File: src/rtl/mux41_scan_ctrl_pkg.sv
// Shared types and select-order tables for the mux_41 scan controller.
// Both step tables are indexed by step: entry k sits in bits [2k+1:2k].
package mux41_pkg;

    typedef enum logic [1:0] {
        IDLE,
        SCAN,
        VALID
    } state_e;

    localparam logic [7:0] GRAY_SEQ = {2'b10, 2'b11, 2'b01, 2'b00};
    localparam logic [7:0] BIN_SEQ  = {2'b11, 2'b10, 2'b01, 2'b00};

    function automatic logic [1:0] next_sel(input logic [1:0] step, input logic gray);
        logic [7:0] seq;
        seq = gray ? GRAY_SEQ : BIN_SEQ;
        return seq[{step, 1'b0} +: 2];
    endfunction

endpackage

File: src/rtl/mux41_scan_ctrl_if.sv
// Word handoff bus between the scan controller and its downstream consumer.
interface mux41_scan_if;
    logic [3:0] word;
    logic       word_valid;
    logic       word_ready;

    modport master (output word, output word_valid, input word_ready);
    modport slave  (input word, input word_valid, output word_ready);
endinterface

File: src/rtl/mux41_scan_ctrl_dwell_timer.sv
// Dwell counter: counts while enabled, wraps at DWELL-1 and flags that cycle.
module mux41_dwell_timer #(
    parameter int unsigned DWELL = 2,
    parameter int unsigned CNT_W = 8
) (
    input  logic clk,
    input  logic rst_n,
    input  logic clr_i,
    input  logic en_i,
    output logic tc_o
);
    logic [CNT_W-1:0] cnt_q, cnt_d;

    assign tc_o = (cnt_q == CNT_W'(DWELL - 1));

    always_comb begin
        cnt_d = cnt_q;
        if (clr_i)
            cnt_d = '0;
        else if (en_i)
            cnt_d = tc_o ? '0 : cnt_q + 1'b1;
    end

    always_ff @(posedge clk) begin
        if (!rst_n)
            cnt_q <= '0;
        else
            cnt_q <= cnt_d;
    end
endmodule

File: src/rtl/mux41_scan_ctrl.sv
// Scans mux_41 through all four select codes, captures o per code into a word
// and hands the word downstream over valid/ready. All outputs are registered.
module mux41_scan_ctrl
    import mux41_pkg::*;
#(
    parameter int unsigned DWELL = 2,
    parameter bit          GRAY  = 1'b1,
    parameter int unsigned CNT_W = 8
) (
    input  logic               clk,
    input  logic               rst_n,
    input  logic               start,
    input  logic               cont,
    output logic [1:0]         s,
    input  logic               o_in,
    output logic               busy,
    mux41_scan_if.master       bus
);
    state_e     state_q, state_d;
    logic [1:0] step_q, step_d;
    logic [1:0] s_q, s_d;
    logic [3:0] word_q, word_d;
    logic       word_valid_q, word_valid_d;
    logic       busy_q, busy_d;
    logic       tc;

    // Counter is held at zero outside SCAN, so every scan starts a fresh dwell.
    mux41_dwell_timer #(
        .DWELL (DWELL),
        .CNT_W (CNT_W)
    ) u_timer (
        .clk   (clk),
        .rst_n (rst_n),
        .clr_i (state_q != SCAN),
        .en_i  (state_q == SCAN),
        .tc_o  (tc)
    );

    // NOTE: every _d gets its current value first, so no path leaves it unassigned (no latch).
    always_comb begin
        state_d      = state_q;
        step_d       = step_q;
        s_d          = s_q;
        word_d       = word_q;
        word_valid_d = word_valid_q;

        unique case (state_q)
            IDLE: begin
                s_d = 2'b00;
                if (start) begin
                    state_d = SCAN;
                    step_d  = 2'd0;
                    word_d  = 4'b0000;
                end
            end
            SCAN: begin
                if (tc) begin
                    // Placement follows the select value, so the order does not matter.
                    word_d[s_q] = o_in;
                    if (step_q == 2'd3) begin
                        state_d      = VALID;
                        s_d          = 2'b00;
                        word_valid_d = 1'b1;
                    end else begin
                        step_d = step_q + 2'd1;
                        s_d    = next_sel(step_q + 2'd1, GRAY);
                    end
                end
            end
            VALID: begin
                if (bus.word_ready) begin
                    word_valid_d = 1'b0;
                    step_d       = 2'd0;
                    state_d      = cont ? SCAN : IDLE;
                end
            end
            default: state_d = IDLE;
        endcase

        busy_d = (state_d != IDLE);
    end

    // NOTE: state registers use non-blocking assignments so every flop samples pre-edge values.
    always_ff @(posedge clk) begin
        if (!rst_n) begin
            state_q      <= IDLE;
            step_q       <= 2'd0;
            s_q          <= 2'b00;
            word_q       <= 4'b0000;
            word_valid_q <= 1'b0;
            busy_q       <= 1'b0;
        end else begin
            state_q      <= state_d;
            step_q       <= step_d;
            s_q          <= s_d;
            word_q       <= word_d;
            word_valid_q <= word_valid_d;
            busy_q       <= busy_d;
        end
    end

    assign s              = s_q;
    assign busy           = busy_q;
    assign bus.word       = word_q;
    assign bus.word_valid = word_valid_q;
endmodule
File: src/flat_wrapper.sv
// flat-port wrapper written by rule: the top's interface ports become plain ports
module mux41_scan_ctrl_flat import mux41_pkg::*;
#(
    parameter int unsigned DWELL = 2,
    parameter bit          GRAY  = 1'b1,
    parameter int unsigned CNT_W = 8
)
  (clk, rst_n, start, cont, s, o_in, busy, bus_word, bus_word_valid, bus_word_ready);
  mux41_scan_if bus_i ();
  input  logic clk;
  input  logic rst_n;
  input  logic start;
  input  logic cont;
  output logic [1:0] s;
  input  logic o_in;
  output logic busy;
  output wire logic [$bits(bus_i.word)-1:0] bus_word;
  output wire logic [$bits(bus_i.word_valid)-1:0] bus_word_valid;
  input wire logic [$bits(bus_i.word_ready)-1:0] bus_word_ready;
  assign bus_word = bus_i.word;
  assign bus_word_valid = bus_i.word_valid;
  assign bus_i.word_ready = bus_word_ready;
  mux41_scan_ctrl #(.DWELL(DWELL), .GRAY(GRAY), .CNT_W(CNT_W)) u_core (.clk(clk), .rst_n(rst_n), .start(start), .cont(cont), .s(s), .o_in(o_in), .busy(busy), .bus(bus_i));
endmodule
File: config.mk
export PLATFORM = sky130hd
export DESIGN_NAME = mux41_scan_ctrl_flat
export DESIGN_NICKNAME = d
export VERILOG_FILES = /design/src/rtl/mux41_scan_ctrl_pkg.sv /design/src/rtl/mux41_scan_ctrl_if.sv /design/src/rtl/mux41_scan_ctrl_dwell_timer.sv /design/src/rtl/mux41_scan_ctrl.sv /design/src/flat_wrapper.sv
export SDC_FILE = /design/constraint.sdc
export NUM_CORES = 1
export LEC_CHECK = 0
export ABC_AREA = 1
export CAP_MARGIN = 20
export CORE_MARGIN = 1
export CORE_UTILIZATION = 35
export CTS_CLUSTER_SIZE = 16
export DETAILED_ROUTE_END_ITERATION = 7
export PLACE_DENSITY = 0.59
export SYNTH_ARGS = -nofsm -noshare
export SYNTH_HDL_FRONTEND = slang
export SYNTH_SLANG_ARGS = --single-unit
File: constraint.sdc
create_clock -name clk -period 3.6 [get_ports clk]
set_input_delay 0.36 -clock clk [delete_from_list [all_inputs] [get_ports clk]]
set_output_delay 0.36 -clock clk [all_outputs]
set_load 0.02 [all_outputs]
== Word-level counts from Yosys, hierarchy flattened ==
Index checks and enable logic that the tools add are counted.

* Register bits: 20
* Latch bits: 0
* Bits in writable memories: 0
* Memory bits (read-only): 0
* Output and inout bits: 8
* Memories: 0

* Add/subtract/negate cells: 2
* Multiply operators: 0
* Divide/modulo/power cells: 0
* $lt $le $gt $ge: 2
* Equality and inequality tests: 10
* Shifts and indexed selects: 1
* Muxes and demuxes: 25
* Bitwise gates (word level): 1
* Reduce and logical (&&, ||, !) cells: 11

{| class="wikitable"
|+ Operator list
! cell !! count
|-
| 2-to-1 mux 2 bit || 10
|-
| case mux 2 bit (3 select lines) || 2
|-
| adder 8 x 1 -> 8 bit, second input constant || 1
|-
| equality test 8 x 1 -> 1 bit, second input constant || 1
|-
| 2-to-1 mux 4 bit || 2
|-
| 2-to-1 mux 8 bit || 1
|-
| case mux 4 bit (2 select lines) || 1
|-
| variable part select 8 x 4 -> 2 bit, first input constant || 1
|-
| inequality test 2 x 1 -> 1 bit, second input constant || 3
|-
| inequality test 2 bit, second input constant || 3
|-
| nonzero test 2 bit || 3
|-
| 2-to-1 mux 1 bit || 5
|-
| AND reduction 5 bit || 1
|-
| bitwise mux 4 bit || 1
|-
| equality test 2 bit, second input constant || 2
|-
| case mux 2 bit (2 select lines) || 1
|-
| AND reduction 4 bit || 1
|-
| < comparator 2 x 3 -> 1 bit, second input constant || 1
|-
| AND reduction 3 bit || 1
|-
| nonzero test 3 bit || 1
|-
| adder 2 x 1 -> 2 bit, second input constant || 1
|-
| demux 1 bit (select 2 bit) || 1
|-
| equality test 2 x 1 -> 1 bit, second input constant || 1
|-
| greater-or-equal comparator 2 x 1 -> 1 bit, second input constant || 1
|-
| 6 further kinds || 6
|}

== Longest topological paths before layout ==
* Depth after elaboration: 7
* Gate-level depth with buffers: 10
* Mapped depth without buffers: 10

== Cells and area by module ==
From an unflattened synthesis, not the netlist that was laid out.

* Cells, all modules: 164
* Area total of the unflattened synthesis: 1124.8 sq um

{| class="wikitable"
|+ Modules (own cells, without submodules)
! module !! times used !! cells an instance !! area an instance (sq um) !! seq. area each (sq um)
|-
| mux41_scan_ctrl || 1 || 100 || 676.9 || 240.2
|-
| mux41_dwell_timer || 1 || 64 || 447.9 || 160.2
|}

== Worst setup path before layout ==
Ideal clock, no wire load.

* Path kind: reg2reg
* Start: reg u_core.u_timer.cnt_q[0]
* End: reg u_core.word_valid_q (netlist: u_core.bus.word_valid)
* Library setup time: 0.122 ns
* Data arrival time: 1.104 ns
* Required time: 3.478 ns
* Slack: 2.374 ns
* Cell stages (with the launch flop): 10
* Path through: dfxtp_1 -> ha_1 -> nand2_1 -> nor2_2 -> nand2_2 -> nand2_2 -> buf_6 -> nand3_1 -> nand3_1 -> o21ai_0

* Cells in the longest elaborated chain, start to end: 3

{| class="wikitable"
|+ Ends and longest elaborated chain
! item !! line !! text
|-
| start: declaration || mux41_scan_ctrl_dwell_timer.sv:12 || <nowiki>logic [CNT_W-1:0] cnt_q, cnt_d;</nowiki>
|-
| start signal: assignment || mux41_scan_ctrl_dwell_timer.sv:28 || <nowiki>cnt_q <= cnt_d;</nowiki>
|-
| equality test 8 x 1 -> 1 bit || mux41_scan_ctrl_dwell_timer.sv:14 || <nowiki>assign tc_o = (cnt_q == CNT_W'(DWELL - 1));</nowiki>
|-
| inequality test 2 x 1 -> 1 bit (no source line) || - ||
|-
| AND reduction 4 bit (no source line) || - ||
|-
| end signal: assignment || mux41_scan_ctrl.sv:97 || <nowiki>word_valid_q <= word_valid_d;</nowiki>
|-
| end: declaration || mux41_scan_ctrl.sv:23 || <nowiki>logic word_valid_q, word_valid_d;</nowiki>
|}

Every way passes these cells.
A chain may end at the register's enable or synchronous reset.

== Final worst setup path ==
* Start: reg u_core.s_q[1] (netlist: u_core.s[1])
* End: out s[1]

{| class="wikitable"
|+ RTL lines
! item !! line !! text
|-
| start: declaration || mux41_scan_ctrl.sv:21 || <nowiki>logic [1:0] s_q, s_d;</nowiki>
|-
| start signal: assignment || mux41_scan_ctrl.sv:88 || <nowiki>s_q <= 2'b00;</nowiki>
|-
| start signal: assignment || mux41_scan_ctrl.sv:95 || <nowiki>s_q <= s_d;</nowiki>
|-
| end: declaration || flat_wrapper.sv:14 || <nowiki>output logic [1:0] s;</nowiki>
|}

No word-level cell between the ends.

==> flow_summary.json <==
{
  "run_status": "finished, final reports clean",
  "endpoint": "s[1]",
  "yosysTopAreaCell": "dfxtp_1",
  "place_hpwl_um": 1510,
  "ys_types": 19,
  "arrival_ns": 1.35,
  "antenna_found_initial": 0,
  "critPathMaxFanout": 5,
  "dr_total_vias": 919,
  "grt_pass1_wl_um": 3590,
  "syn_nets": 157,
  "synth_top_family_by_area": "simple AND/OR/NAND/NOR gates",
  "seq_area_frac_synth": 0.386,
  "yosys.area_share.simple": 0.361,
  "cp-startpoint": "u_core.s[1]",
  "synth-xor-area-share": 0.0507,
  "r2r_setup_slack_ns": 2.15,
  "fp.dieW_um": 56.4,
  "maxCapViolCount": 0,
  "synth_mux_area_frac": 0,
  "path_depth": 1,
  "reg2reg_depth": 8,
  "fin_skew_ns": 0.00381,
  "drtIter0Drc": 21,
  "cts_tree": "built",
  "power.density_nw_per_um2": 372,
  "p_leak_nw": 0.533,
  "postPlaceCellArea_um2": 1170,
  "max_slew_margin": 0.792,
  "hp-class": "flip-flop to flip-flop",
  "dieArea_um2": 3180,
  "area_growth_pct": 15.6,
  "cts_root_buf": "clkbuf_4",
  "timing.final.crit_share": 0.474,
  "yosys_warnings": 0,
  "setup_viol": 0,
  "syn_inst": 148,
  "wl_per_cell_um": 10.1,
  "drtAntennaViolNets": 0,
  "peakVddDrop_v": 0.000192,
  "fin_nets": 172,
  "rows": 19,
  "r2r_end": "u_core.step_q[0]",
  "cp_slowest_stage_delay_ns": 0.63,
  "initial_utilization": 0.372,
  "cts_hold_buffers": 0,
  "synth_area_per_cell_um2": 7.00,
  "cp_top_family": "buffers and inverters",
  "synth_area_um2": 1040,
  "slowest_stage": "clkdlybuf4s50_1",
  "synth-seq-cells": 20,
  "yosys.area_share.adder": 0.0362,
  "clk_latency_ns": 0.30,
  "layout-drive-gt1-share": 0.0994,
  "crit_required_ns": 3.24,
  "worstSetupPathType": "flip-flop to output port",
  "cts_setup_buffers": 0,
  "h-tree-depth": 1,
  "overflow": 0,
  "die_h_um": 56.4,
  "crit_path_end_kind": "output port",
  "viasPerCell": 4.79,
  "synth-compound-area-share": 0.0531,
  "rsz0062_at_grt": "false",
  "final_common_cell": "nand2_1",
  "fin_tns_setup_ns": 0,
  "fmax_mhz": 586,
  "port_buffers": 13,
  "grt.total_usage": 0.143,
  "r2r_start": "u_core.u_timer.cnt_q[0]",
  "cts_buffers": 3,
  "final_cell_mix": "39 x nand2_1, 20 x dfxtp_1, 19 x inv_1",
  "wl_um": 1950,
  "core-area_um2": 2780,
  "path_buf_inv": 1,
  "fin_area_um2": 1200,
  "post_cts_resized": 0,
  "grt_max_degree": 13,
  "top_level_ports": 14,
  "worst_setup_path_start_kind": "flip-flop",
  "clk_pin_slew_ns": 0.11,
  "tightest_slew_ns": 0.311,
  "holdCritStartpoint": "u_core.bus.word[3]",
  "crit_chain": "clkdlybuf4s50_1",
  "place.gp.congestion": 0.805,
  "cts.sinks": 20,
  "grt_pass1_vias": 868,
  "synth_top_area_frac": 0.386,
  "clk_path_buf_depth": 2,
  "diodes": 0,
  "dr.pass1.iters": 2,
  "drv_slew": 0,
  "hold_viol": 0,
  "drc": 0,
  "synth.area.top_cells": "dfxtp_1 39%, nand2_1 14%, inv_1 6.9%, nor2_1 6.5%, xor2_1 5.1%",
  "period_needed_ns": 1.71
}
## cells by family after synthesis
kind of cell             after synthesis
AND/OR/NAND/NOR                       82
buffers and inverters                 26
flip-flops                            20
AO/OA/AOI/OAI                         11
XOR/XNOR                               6
adder cells (fa/ha/maj)                3
## state kept, by name (all words and copies together) (netlist names)
| signal | flops |
|---|---|
| u_core.u_timer.cnt_q | 8 |
| u_core.state_q | 2 |
| u_core.bus.word_valid | 1 |
| u_core.bus.word | 4 |
| u_core.step_q | 2 |
| u_core.s | 2 |
| u_core.busy | 1 |
## worst reg2reg max path: cells and delay by family, from the launching register on
family	cells	cell delay (ns)
AO/OA/AOI/OAI	1	0.14
adder cells (fa/ha/maj)	1	0.17
flip-flops	1	0.39
AND/OR/NAND/NOR	6	0.66
## cells in the mapped netlist
cell / number
a21oi_1: 9
buf_4: 1
buf_6: 2
dfxtp_1: 20
ha_1: 3
inv_1: 19
inv_2: 4
nand2_1: 39
nand2_2: 3
nand3_1: 8
nand3_2: 1
nand4_1: 7
nand4_2: 1
nor2_1: 18
nor2_2: 3
nor3b_1: 1
o21ai_0: 2
or2_4: 1
xor2_1: 6
## per-stage QoR
stage | power [mW] | hold slack (ns) | worst slack [ns] | instances | util
floorplan | 0.322 | 0.433 | 2.37 | 148 | -
global placement | 0.345 | 0.449 | 2.11 | 189 | 0.422
detailed placement | 0.347 | 0.457 | 2.09 | 189 | 0.422
CTS | 0.452 | 0.471 | 1.88 | 192 | 0.430
global route | 0.473 | 0.500 | 1.87 | 192 | 0.430
finish | 0.446 | 0.466 | 1.89 | 192 | 0.430
## routing by layer
metal	routed length, µm	track usage	part of all wire	vias to the layer above
li1	-	-	-	492
met1	959	0.175	0.49	413
met2	907	0.240	0.47	10
met3	48	0.0230	0.025	4
met4	33	0.0732	0.017	0
met5	0	0	0	-
## worst min-delay path by stage
stage | depth (start not counted) | slack (ns) | to
4_1_cts | 2 | 0.47 | u_core.bus.word[3]
2_1_floorplan | 1 | 0.43 | u_core.u_timer.cnt_q[0]
3_5_place_dp | 2 | 0.46 | u_core.bus.word[1]
3_3_place_gp | 1 | 0.45 | u_core.u_timer.cnt_q[0]
6_report | 2 | 0.47 | u_core.bus.word[3]
5_1_grt | 2 | 0.50 | u_core.bus.word[3]
## final cells by class
cell class	count	area, µm²
timing repair buffer	13	130
sequential	20	400
inverter	23	86.3
multi-input combinational	102	519
fill	287	1580
tap	31	38.8
clock buffer	3	22.5
## power by group
group / switching (mW) / internal [mW]
combinational: 0.0607 / 0.0390
clock: 0.0662 / 0.0390
sequential: 0.00878 / 0.232
total: 0.136 / 0.310
Power figures use the tool's default switching activity.
